<file path="src/rtl/iic_slave_regs.sv">
// I2C target with 7-bit addressing and a one-byte register pointer, oversampled on clk.
// Define IIC_SLAVE_AUTOINC_EN to advance the pointer after each write and each ACKed read byte.
`timescale 1ns/1ps

module iic_slave_regs #(
  parameter logic [6:0] SLAVE_ADDR  = 7'h3C,
  parameter int         SYNC_STAGES = 2
) (
  input  logic       clk,
  input  logic       Rst,
  input  logic       IIC_SCL,
  input  logic       IIC_SDA_In,
  output logic       SDA_Dir,
  output logic       SDA_Out,
  output logic [7:0] Reg_Addr,
  output logic       Reg_Wr,
  output logic [7:0] Reg_Wdata,
  output logic       Reg_Rd,
  input  logic [7:0] Reg_Rdata,
  output logic       IIC_Busy
);

`ifdef IIC_SLAVE_AUTOINC_EN
  localparam bit AUTOINC = 1'b1;
`else
  localparam bit AUTOINC = 1'b0;
`endif

  typedef enum logic [3:0] {
    ST_IDLE,
    ST_ADDR,
    ST_ADDR_ACK,
    ST_REG,
    ST_REG_ACK,
    ST_WDATA,
    ST_WDATA_ACK,
    ST_RDATA,
    ST_RDATA_ACK,
    ST_WAIT
  } state_t;

  state_t                 state;
  logic [SYNC_STAGES-1:0] scl_sync;
  logic [SYNC_STAGES-1:0] sda_sync;
  logic                   scl_q;
  logic                   sda_q;
  logic                   scl_s;
  logic                   sda_s;
  logic                   scl_rise;
  logic                   scl_fall;
  logic                   start_det;
  logic                   stop_det;
  logic [7:0]             shift;
  logic [7:0]             rx_byte;
  logic [2:0]             bit_cnt;
  logic                   is_read;
  logic                   rd_acked;
  logic                   rd_load;

  // Open-drain emulation: the pad only ever pulls low.
  assign SDA_Out = 1'b0;

  // NOTE: async reset with non-blocking updates keeps every flop in one consistent step;
  // synchronizers reset to 1 (idle bus) so release from reset creates no false START.
  always_ff @(posedge clk or negedge Rst) begin
    if (!Rst) begin
      scl_sync <= '1;
      sda_sync <= '1;
      scl_q    <= 1'b1;
      sda_q    <= 1'b1;
    end else begin
      scl_sync <= {scl_sync[SYNC_STAGES-2:0], IIC_SCL};
      sda_sync <= {sda_sync[SYNC_STAGES-2:0], IIC_SDA_In};
      scl_q    <= scl_s;
      sda_q    <= sda_s;
    end
  end

  assign scl_s     = scl_sync[SYNC_STAGES-1];
  assign sda_s     = sda_sync[SYNC_STAGES-1];
  assign scl_rise  = scl_s & ~scl_q;
  assign scl_fall  = ~scl_s & scl_q;
  assign start_det = scl_s & scl_q & sda_q & ~sda_s;
  assign stop_det  = scl_s & scl_q & ~sda_q & sda_s;
  assign rx_byte   = {shift[6:0], sda_s};

  always_ff @(posedge clk or negedge Rst) begin
    if (!Rst) begin
      state     <= ST_IDLE;
      SDA_Dir   <= 1'b0;
      Reg_Addr  <= 8'h00;
      Reg_Wr    <= 1'b0;
      Reg_Wdata <= 8'h00;
      Reg_Rd    <= 1'b0;
      IIC_Busy  <= 1'b0;
      shift     <= 8'h00;
      bit_cnt   <= 3'd0;
      is_read   <= 1'b0;
      rd_acked  <= 1'b0;
      rd_load   <= 1'b0;
    end else begin
      Reg_Wr  <= 1'b0;
      Reg_Rd  <= 1'b0;
      rd_load <= Reg_Rd;

      if (AUTOINC && Reg_Wr) begin
        Reg_Addr <= Reg_Addr + 8'd1;
      end

      if (stop_det) begin
        state    <= ST_IDLE;
        SDA_Dir  <= 1'b0;
        IIC_Busy <= 1'b0;
      end else if (start_det) begin
        state    <= ST_ADDR;
        bit_cnt  <= 3'd0;
        SDA_Dir  <= 1'b0;
        IIC_Busy <= 1'b0;
      end else begin
        case (state)
          ST_ADDR: begin
            if (scl_rise) begin
              shift   <= rx_byte;
              bit_cnt <= bit_cnt + 3'd1;
              if (bit_cnt == 3'd7) begin
                if (shift[6:0] == SLAVE_ADDR) begin
                  state    <= ST_ADDR_ACK;
                  IIC_Busy <= 1'b1;
                  is_read  <= sda_s;
                  Reg_Rd   <= sda_s;
                end else begin
                  state <= ST_WAIT;
                end
              end
            end
          end

          // Each ACK slot: first SCL fall starts driving low, the next one ends the slot.
          ST_ADDR_ACK: begin
            if (scl_fall) begin
              if (!SDA_Dir) begin
                SDA_Dir <= 1'b1;
              end else begin
                bit_cnt <= 3'd0;
                if (is_read) begin
                  state   <= ST_RDATA;
                  SDA_Dir <= ~shift[7];
                end else begin
                  state   <= ST_REG;
                  SDA_Dir <= 1'b0;
                end
              end
            end
          end

          ST_REG: begin
            if (scl_rise) begin
              shift   <= rx_byte;
              bit_cnt <= bit_cnt + 3'd1;
              if (bit_cnt == 3'd7) begin
                Reg_Addr <= rx_byte;
                state    <= ST_REG_ACK;
              end
            end
          end

          ST_REG_ACK, ST_WDATA_ACK: begin
            if (scl_fall) begin
              if (!SDA_Dir) begin
                SDA_Dir <= 1'b1;
              end else begin
                SDA_Dir <= 1'b0;
                bit_cnt <= 3'd0;
                state   <= ST_WDATA;
              end
            end
          end

          ST_WDATA: begin
            if (scl_rise) begin
              shift   <= rx_byte;
              bit_cnt <= bit_cnt + 3'd1;
              if (bit_cnt == 3'd7) begin
                Reg_Wdata <= rx_byte;
                Reg_Wr    <= 1'b1;
                state     <= ST_WDATA_ACK;
              end
            end
          end

          // Drive low for a 0 bit, release for a 1; the shift register moves on each SCL fall.
          ST_RDATA: begin
            if (scl_fall) begin
              shift <= {shift[6:0], 1'b0};
              if (bit_cnt == 3'd7) begin
                SDA_Dir  <= 1'b0;
                rd_acked <= 1'b0;
                state    <= ST_RDATA_ACK;
              end else begin
                SDA_Dir <= ~shift[6];
                bit_cnt <= bit_cnt + 3'd1;
              end
            end
          end

          ST_RDATA_ACK: begin
            if (scl_rise) begin
              if (!sda_s) begin
                rd_acked <= 1'b1;
                Reg_Rd   <= 1'b1;
                if (AUTOINC) begin
                  Reg_Addr <= Reg_Addr + 8'd1;
                end
              end else begin
                state <= ST_WAIT;
              end
            end else if (scl_fall && rd_acked) begin
              bit_cnt <= 3'd0;
              SDA_Dir <= ~shift[7];
              state   <= ST_RDATA;
            end
          end

          default: ;
        endcase
      end

      // Read data arrives the clk after Reg_Rd and becomes the next byte to send.
      if (rd_load) begin
        shift <= Reg_Rdata;
      end
    end
  end

endmodule

</file>
<file path="config.mk">
export PLATFORM = sky130hd
export DESIGN_NAME = iic_slave_regs
export DESIGN_NICKNAME = d
export VERILOG_FILES = /design/src/rtl/iic_slave_regs.sv
export SDC_FILE = /design/constraint.sdc
export NUM_CORES = 1
export LEC_CHECK = 0
export ABC_AREA = 1
export ABC_CLOCK_PERIOD_IN_PS = 2100
export CORE_AREA = 2 2 80 82
export DETAILED_ROUTE_END_ITERATION = 7
export DIE_AREA = 0 0 82 84
export DONT_BUFFER_PORTS = 1
export PLACE_DENSITY_LB_ADDON = 0.05
export SETUP_SLACK_MARGIN = 0.5
export SLEW_MARGIN = 30
export SYNTH_ARGS = -nofsm -noshare
export SYNTH_HDL_FRONTEND = slang
export SYNTH_SLANG_ARGS = --single-unit
</file>
<file path="constraint.sdc">
create_clock -name clk -period 2.1 [get_ports clk]
set_clock_uncertainty 0.1 [all_clocks]
set_input_delay 0.21 -clock clk [delete_from_list [all_inputs] [get_ports clk]]
set_output_delay 0.21 -clock clk [all_outputs]
set_load 0.03 [all_outputs]
</file>
After elaboration in Yosys (flattened, before gate mapping)
Index checks and enable logic that the tools add are counted.

storage, ports and cells
  register bits after elaboration = 44
  input bits = 12
  output and inout bits = 21

cells by class
  $add $sub $neg = 1
  equality and inequality tests = 41
  multiplexer cells = 71
  bitwise operators = 15
  reduce and logical (&&, ||, !) cells = 22

operator list
  cell                  number
  $mux W4               18
  $ne A4 B4 Y1 const B  14
  $mux W8               5
  $mux W1               33
  $pmux W4 S7           1
  $mux W3               9
  $eq A4 B3 Y1 const B  4
  $pmux W8 S2           1
  $ne A3 B3 Y1 const B  5
  $reduce_and A15 Y1    1
  $reduce_and A5 Y1     3
  $reduce_bool A3 Y1    5
  $ne A3 B1 Y1 const B  4
  $pmux W3 S4           1
  $reduce_and A6 Y1     2
  $ne A5 B5 Y1 const B  2
  $reduce_and A9 Y1     1
  $reduce_bool A9 Y1    1
  $eq A4 B2 Y1 const B  2
  $ne A2 B2 Y1 const B  4
  $not A1 Y1            8
  $and A1 B1 Y1         7
  $eq A7 B6 Y1 const B  1
  $reduce_and A7 Y1     1
  14 further kinds      17

Depth between registers and ports, before layout
Gate-level depths: netlist (run 1).

  depth after elaboration = 8
  depth in mapped cells = 12

Worst setup path before layout (run 1)
Ideal clock, no wire load.

  kind = register to register
  start = register scl_sync[1]
  end = register state[3]
  library setup time = 117 ps
  arrival time = 1402 ps
  required time = 1883 ps
  setup slack = 481 ps
  stages on the path, launching flop included = 12
  path buffers = 0
  clock period less this slack = 1619 ps
  path through = dfstp_2 -> nand2_1 -> inv_2 -> nand2_1 -> nand2_4 -> inv_2 -> nand2_1 -> nand2_2 -> nor2_4 -> nand2_4 -> nand2_1 -> nand2_1

between the ends
  cells in the longest elaborated chain, start to end = 5
  elaborated cells between the ends (all ways) = 29

RTL lines
  element                                                  RTL line  RTL
  start, declared                                          43        logic [SYNC_STAGES-1:0] scl_sync;
  start signal, assigned                                   72        scl_sync <= {scl_sync[SYNC_STAGES-2:0], IIC_SCL};
  $and A1 B1 Y1 (tied with other cells)                    83, 84
  $and A1 B1 Y1 (tied with other cells) (2 in series)      83        assign start_det = scl_s & scl_q & sda_q & ~sda_s;
  $ne A5 B5 Y1 (no line) (tied with other cells)           --
  $reduce_and A15 Y1 (no line) or $mux W4 (tied branches)  --
  end signal, assigned                                     89        state <= ST_IDLE;
  end signal, assigned                                     111       state <= ST_IDLE;
  end signal, assigned                                     115       state <= ST_ADDR;
  end, declared                                            42        state_t state;

Parallel ways exist; a longest one is shown, timed or not.
A chain may end at the register's enable or synchronous reset.

Worst setup path after layout (run 1)
  start = register sda_sync[1]
  end = register state[1]

between the ends
  cells in the longest elaborated chain, start to end = 4
  elaborated cells between the ends (all ways) = 21

RTL lines
  element                                                  RTL line  RTL
  start, declared                                          44        logic [SYNC_STAGES-1:0] sda_sync;
  start signal, assigned                                   73        sda_sync <= {sda_sync[SYNC_STAGES-2:0], IIC_SDA_In};
  $not A1 Y1                                               83
  $and A1 B1 Y1                                            83
  $ne A5 B5 Y1 (no line) (tied with other cells)           --
  $reduce_and A15 Y1 (no line) or $mux W4 (tied branches)  --

Parallel ways exist; a longest one is shown, timed or not.

==> impl_metrics.json, run 1 <==
{
  "ys_seq_area_share_pct": 47.5,
  "firstDrtPassIters": 4,
  "place_area_sq_um": 2370,
  "final_net_count": 352,
  "layout.cells.non_filler": 416,
  "syn_nets": 315,
  "hold_path.class": "primary input to register",
  "dpl.hpwl_mm": 4.02,
  "grt_setup_unrepaired": "yes",
  "start_kind": "register",
  "antenna_cells": 0,
  "finalInstanceArea_sq_um": 3040,
  "wl_mm": 6.26,
  "vdd_ir_drop_max_uv": 565,
  "area_delta_synth_final_pct": 30.1,
  "placedCellCount": 371,
  "cts_buffers": 5,
  "htree_levels": 2,
  "ys_types": 27,
  "ys_ff_latch": 44,
  "leakage_nw": 1.46,
  "rows": 29,
  "die_h_microns": 84,
  "grt_pass1_vias": 1943,
  "grt_max_degree": 45,
  "synth_area_sq_um": 2330,
  "initial_utilization_pct": 38.3,
  "pin_count": 33,
  "avgSynthCellArea_sq_um": 7.75,
  "clockBufferDepth": 2,
  "die_area_sq_um": 6890,
  "grt_antenna_before_repair": 0,
  "vias_per_cell": 4.95,
  "synth_edf_count": 0,
  "cts_sinks": 44,
  "grtUsageTotal_pct": 18.3,
  "drt_iter0_markers": 164,
  "ys_warn_count": 0,
  "vias": 2059,
  "grt_pass1_wl_mm": 9.56,
  "clock_tree.root_cell": "clkbuf_8",
  "syn_inst": 301,
  "clk_latency_ns": 0.31,
  "cp.arrival_ns": 1.79,
  "p_per_area_nw_per_um2": 1200,
  "port_buffers": 0,
  "ys.flop_type": "dfrtp_1",
  "slew_violations": 0,
  "grt-ovfl-total": 0,
  "globalplace.congestion": 0.848,
  "tns_ns": 0,
  "drive_gt1_share_pct": 35.4,
  "die_w_microns": 82,
  "post-route-util_pct": 49.8,
  "total_power_mw": 3.64,
  "ant_nets": 0,
  "cts_tree": "yes",
  "status": "completed",
  "path_class": "register to register",
  "period_needed_ns": 1.68,
  "wl_per_cell_microns": 15.0,
  "cap_violations": 0,
  "core-area_sq_um": 6100,
  "path_max_fanout": 5,
  "fmax_mhz": 596,
  "finalSetupViolCount": 0,
  "path_clk_slew_ns": 0.10,
  "finalCritPeriodShare_pct": 79.9,
  "end_kind": "register",
  "drcViolationCount": 0,
  "cp.required_ns": 2.21,
  "synth-async-reset-ratio_pct": 100,
  "finalHoldViolCount": 0
}
[timing repair]
item / CTS / global route
endpoints found under the setup margin: 35 / 36
resized for setup: 30 / 43
hold endpoints to repair: 47 / 0
pin swaps: 12 / 23
buffers inserted: 14 / 16
hold buffers: 5 / 0
cloned: 0 / 2
[Yosys cell counts, types with 3 or more instances]
cell type | instances | area [sq um]
nand2_1 | 94 | 353
dfrtp_1 | 38 | 951
nor2_1 | 29 | 109
nand3_1 | 26 | 130
inv_1 | 25 | 93.8
o21ai_0 | 15 | 75.1
o21ai_1 | 13 | 65.1
inv_2 | 7 | 26.3
nand2_2 | 7 | 43.8
nor2_2 | 7 | 43.8
dfstp_2 | 6 | 158
nand2_4 | 4 | 45.0
a21oi_1 | 3 | 15.0
nand3_2 | 3 | 30.0
nand4_1 | 3 | 18.8
nor3_1 | 3 | 15.0
o21ai_2 | 3 | 26.3
[cells in the final DEF, fill, tap and decap left out, types with 2 or more instances in the layout]
cell,n
o21ai_1,21
dlygate4sd3_1,4
o21ai_2,2
dfstp_2,6
inv_2,5
nand3_2,7
inv_6,2
nor2_2,8
nor2_1,20
clkbuf_8,5
nand2_4,6
nand2_2,18
dfrtp_1,34
nand4_1,3
ha_4,2
inv_1,20
nor3_1,2
o21ai_0,7
buf_4,28
dfrtp_2,4
nand2_1,81
nor2_4,10
a21oi_1,3
nand3_1,21
inv_4,6
nand4_4,2
[flip-flops by register name (all words and copies together), names as in the netlist, 2 cells and up]
name	count
scl_sync	2
state	4
Reg_Wdata	8
shift	8
Reg_Addr	8
sda_sync	2
bit_cnt	3
[kinds of logic after synthesis]
family,share of synthesized area [%]
AOI/OAI and AO/OA,7.77
and+or+nand+nor,35.6
DFF,47.5
buffers and inverters,7.88
other,0.161
adders and majority gates,1.07
[worst paths after layout]
path | from | to | slack (ns) | cells after the start
max reg2reg | sda_sync[1] | state[1] | 0.42 | 11
min | Reg_Rdata[4] | shift[4] | 0.04 | 4
max | sda_sync[1] | state[1] | 0.42 | 11
max in group asynchronous | Rst | scl_sync[0] | 1.33 | 2
min in group asynchronous | Rst | Reg_Wdata[4] | 0.29 | 2
min reg2reg | scl_sync[0] | scl_sync[1] | 0.26 | 0
[power breakdown]
| group | switching, mW | leakage, nW | internal [mW] | total [mW] |
|---|---|---|---|---|
| clock network | 0.333 | 0.0548 | 0.359 | 0.692 |
| logic | 1.11 | 0.837 | 0.648 | 1.76 |
| registers | 0.183 | 0.571 | 1.00 | 1.19 |
| total | 1.62 | 1.46 | 2.01 | 3.64 |
[per-stage QoR]
step                worst slack [ns]  hold slack [ns]
CTS                            0.432           0.0276
floorplan                      0.506           -0.186
global placement               0.110           -0.185
detailed placement             0.130           -0.185
finish                         0.422           0.0370
global route                   0.331           0.0514
[routing by layer]
layer  wire, microns  GRT usage (%)
met5               0              0
met4             102           6.36
met3             268           4.33
met2            2900           26.8
met1            2990           26.2
[cell type report]
| cell class | count | area, sq um |
|---|---|---|
| Clock buffer | 5 | 68.8 |
| Clock inverter | 3 | 46.3 |
| Fill cell | 585 | 3060 |
| Inverter | 33 | 144 |
| Multi-Input combinational cell | 219 | 1270 |
| Sequential cell | 44 | 1110 |
| Tap cell | 77 | 96.3 |
| Timing Repair Buffer | 35 | 294 |
[worst max-delay path, stage by stage (launching register included)]
cell	delay, ns
dfstp_2	0.61
inv_4	0.07
nor2_4	0.07
nand2_2	0.08
nand2_4	0.11
nor2_2	0.04
nand2_1	0.08
nand2_2	0.07
nor2_4	0.18
nand2_4	0.08
nand2_1	0.06
nand2_1	0.04
Note: power is estimated with default switching activity, not from simulation.
==> run 2, diff against run 1 <==
--- a/config.mk
+++ b/config.mk
@@ -5,8 +5,8 @@
 export SDC_FILE = /design/constraint.sdc
 export NUM_CORES = 1
 export LEC_CHECK = 0
-export ABC_AREA = 1
-export ABC_CLOCK_PERIOD_IN_PS = 2100
+export ABC_AREA = 0
+export ABC_CLOCK_PERIOD_IN_PS = 1700
 export CORE_AREA = 2 2 80 82
 export DETAILED_ROUTE_END_ITERATION = 7
 export DIE_AREA = 0 0 82 84
==> constraint.sdc (replaced) <==
create_clock -name clk -period 1.7 [get_ports clk]
set_clock_uncertainty 0.1 [all_clocks]
set_input_delay 0.17 -clock clk [delete_from_list [all_inputs] [get_ports clk]]
set_output_delay 0.17 -clock clk [all_outputs]
set_load 0.03 [all_outputs]
==> impl_metrics.json, run 2 <==
{
  "status": "complete, but fails checks",
  "violations": "negative hold slack, negative setup slack",
  "placedCellCount": 349,
  "synthTopCellsByCount": "nand2_1 (46), dfrtp_1 (38), nor2_1 (11)",
  "core-area_sq_um": 6100,
  "syn_nets": 248,
  "die_w_microns": 82,
  "end_kind": "register",
  "ys_ff_latch": 44,
  "synth_top_family_by_area": "simple AND/OR/NAND/NOR gates",
  "synth_area_sq_um": 2320,
  "clock_tree.root_cell": "clkbuf_8",
  "syn_inst": 234,
  "yosysTopAreaCell": "dfrtp_1",
  "wl_mm": 6.85,
  "grtUsageTotal_pct": 20.9,
  "path_clk_slew_ns": 0.10,
  "firstDrtPassIters": 4,
  "synth_top_area_share_pct": 41.0,
  "antenna_cells": 0,
  "drive_gt1_share_pct": 44.1,
  "cp.arrival_ns": 2.22,
  "drcViolationCount": 0,
  "dpl.hpwl_mm": 4.70,
  "grt-ovfl-total": 0,
  "ys_seq_area_share_pct": 47.8,
  "synth_most_common_cell": "nand2_1",
  "period_needed_ns": 2.12,
  "port_buffers": 0,
  "finalSetupViolCount": 36,
  "finalHoldViolCount": 44,
  "synth-adder-area-share_pct": 1.56,
  "ant_nets": 0,
  "slew_violations": 0,
  "hold_path.class": "primary input to asynchronous set/reset pin",
  "wl_per_cell_microns": 17.7,
  "die_area_sq_um": 6890,
  "globalplace.congestion": 0.909,
  "ys.flop_type": "dfrtp_1",
  "synthMuxAreaShare_pct": 8.95,
  "vias_per_cell": 5.53,
  "pin_count": 33,
  "path_max_fanout": 4,
  "grt_pass1_vias": 2184,
  "leakage_nw": 1.62,
  "p_per_area_nw_per_um2": 1490,
  "start_kind": "register",
  "avgSynthCellArea_sq_um": 9.91,
  "fmax_mhz": 471,
  "ys_warn_count": 0,
  "fin_ws_ns": -0.423,
  "rows": 29,
  "initial_utilization_pct": 38.1,
  "synth_edf_count": 0,
  "cts_buffers": 5,
  "grt_antenna_before_repair": 0,
  "layout.cells.non_filler": 388,
  "final_net_count": 324,
  "clk_latency_ns": 0.30,
  "finalCritPeriodShare_pct": 125,
  "synth_compound_area_share_pct": 16.8,
  "synth_area_leaders": "dfrtp_1 (41%), nand2_1 (7.4%), dfstp_2 (6.8%), mux2_1 (3.9%), mux2i_1 (3.5%)",
  "ys_types": 58,
  "grt_pass1_wl_mm": 11.0,
  "vdd_ir_drop_max_uv": 770,
  "path_class": "register to register",
  "largest_registers": "Reg_Addr x8, Reg_Wdata x8, shift x8",
  "drt_iter0_markers": 198,
  "cp.required_ns": 1.79,
  "final_common_cell": "buf_4",
  "cap_violations": 0,
  "cts_sinks": 44,
  "grt_max_degree": 45,
  "area_delta_synth_final_pct": 45.6,
  "dp_slack_ns": -0.380,
  "holdWs_ns": -0.549,
  "ctsHoldBuffers": 10,
  "vias": 2147,
  "clockBufferDepth": 2,
  "htree_levels": 2,
  "die_h_microns": 84,
  "synth-async-reset-ratio_pct": 100,
  "synth_xor_area_share_pct": 0.755,
  "worstRegToRegCells": 8,
  "grt_setup_unrepaired": "yes",
  "synth-simple-area-share_pct": 20.2,
  "cts_tree": "yes",
  "mostFrequentLayoutCells": "buf_4 (55), nand2_1 (41), dfrtp_1 (37)"
}
## run 2: cell types whose count changed after synthesis, moves of 5 or more
| cell | delta |
|---|---|
| mux2_1 | +8 |
| nor2_1 | -18 |
| nand3_1 | -22 |
| buf_2 | +10 |
| o21ai_0 | -6 |
| nand2_1 | -48 |
| nand2_2 | -7 |
| mux2i_1 | +8 |
| nor2_2 | -7 |
| inv_1 | -22 |
| inv_2 | -5 |
## run 2: metrics by stage
| stage | util, % | area, sq um | power, mW | setup TNS, ns |
|---|---|---|---|---|
| 6_report | 55.4 | 3380 | 5.03 | -8.96 |
| 3_3_place_gp | 46.1 | 2810 | 3.64 | -6.61 |
| 4_1_cts | 53.2 | 3240 | 4.84 | -7.43 |
| 3_5_place_dp | 46.1 | 2810 | 3.69 | -7.49 |
| 2_1_floorplan | - | 2420 | 2.79 | -2.87 |
| 5_1_grt | 55.4 | 3380 | 5.34 | -11.76 |
## run 2: final timing paths
| check | startpoint | endpoint | slack [ns] |
|---|---|---|---|
| setup / recovery | bit_cnt[0] | state[0] | -0.42 |
| hold / removal | Rst | bit_cnt[0] | -0.55 |
| setup reg to reg | bit_cnt[0] | state[0] | -0.42 |
| hold reg to reg | scl_sync[0] | scl_sync[1] | 0.26 |
| max in group asynchronous | Rst | scl_q | 1.85 |
| min in group clk | scl_sync[0] | scl_sync[1] | 0.26 |
## run 2: report_power, final
part,switching [mW],internal [mW]
clock network,0.393,0.443
logic,1.36,1.41
registers,0.156,1.26
total,1.91,3.12
## run 2: worst max-delay path: stages (launching register included)
cell and delay (ns):
dfrtp_1 0.38, ha_2 0.20, ha_4 0.15, nand3b_1 0.12
a32oi_1 0.25, buf_4 0.17, o21ai_4 0.06, a211o_4 0.29
mux2_4 0.30
## run 2: cell type report
cell class                      instances  area, sq um
Clock buffer                            5         68.8
Clock inverter                          3         46.3
Fill cell                             535         2720
Inverter                                5         18.8
Multi-Input combinational cell        171         1320
Sequential cell                        44         1110
Tap cell                               77         96.3
Timing Repair Buffer                   83          722
## run 2: logic make-up (layout without fill, tap and decap cells)
kind of cell	after synthesis	count (layout)
simple gates	93	93
compound gates	53	53
flops	44	44
mux	19	19
buf+inv	19	96
fa+ha+maj	3	3
xor+xnor	2	2
other cells	1	1
## run 2: routing by layer
layer,vias to the layer above,track usage [%],share of wire (%)
met5,-,0,0
met4,0,6.52,2.1
met3,13,4.65,5.4
met2,79,32.0,47
met1,1067,29.0,45
li1,988,-,-
## run 2: what timing repair did
action                                  in CTS  in global routing
pin swaps                                    9                  5
hold endpoints to repair                    54                 44
gates cloned                                 0                  1
gates resized for setup                     24                 24
endpoints found under the setup margin      37                 37
buffers inserted                            14                  6
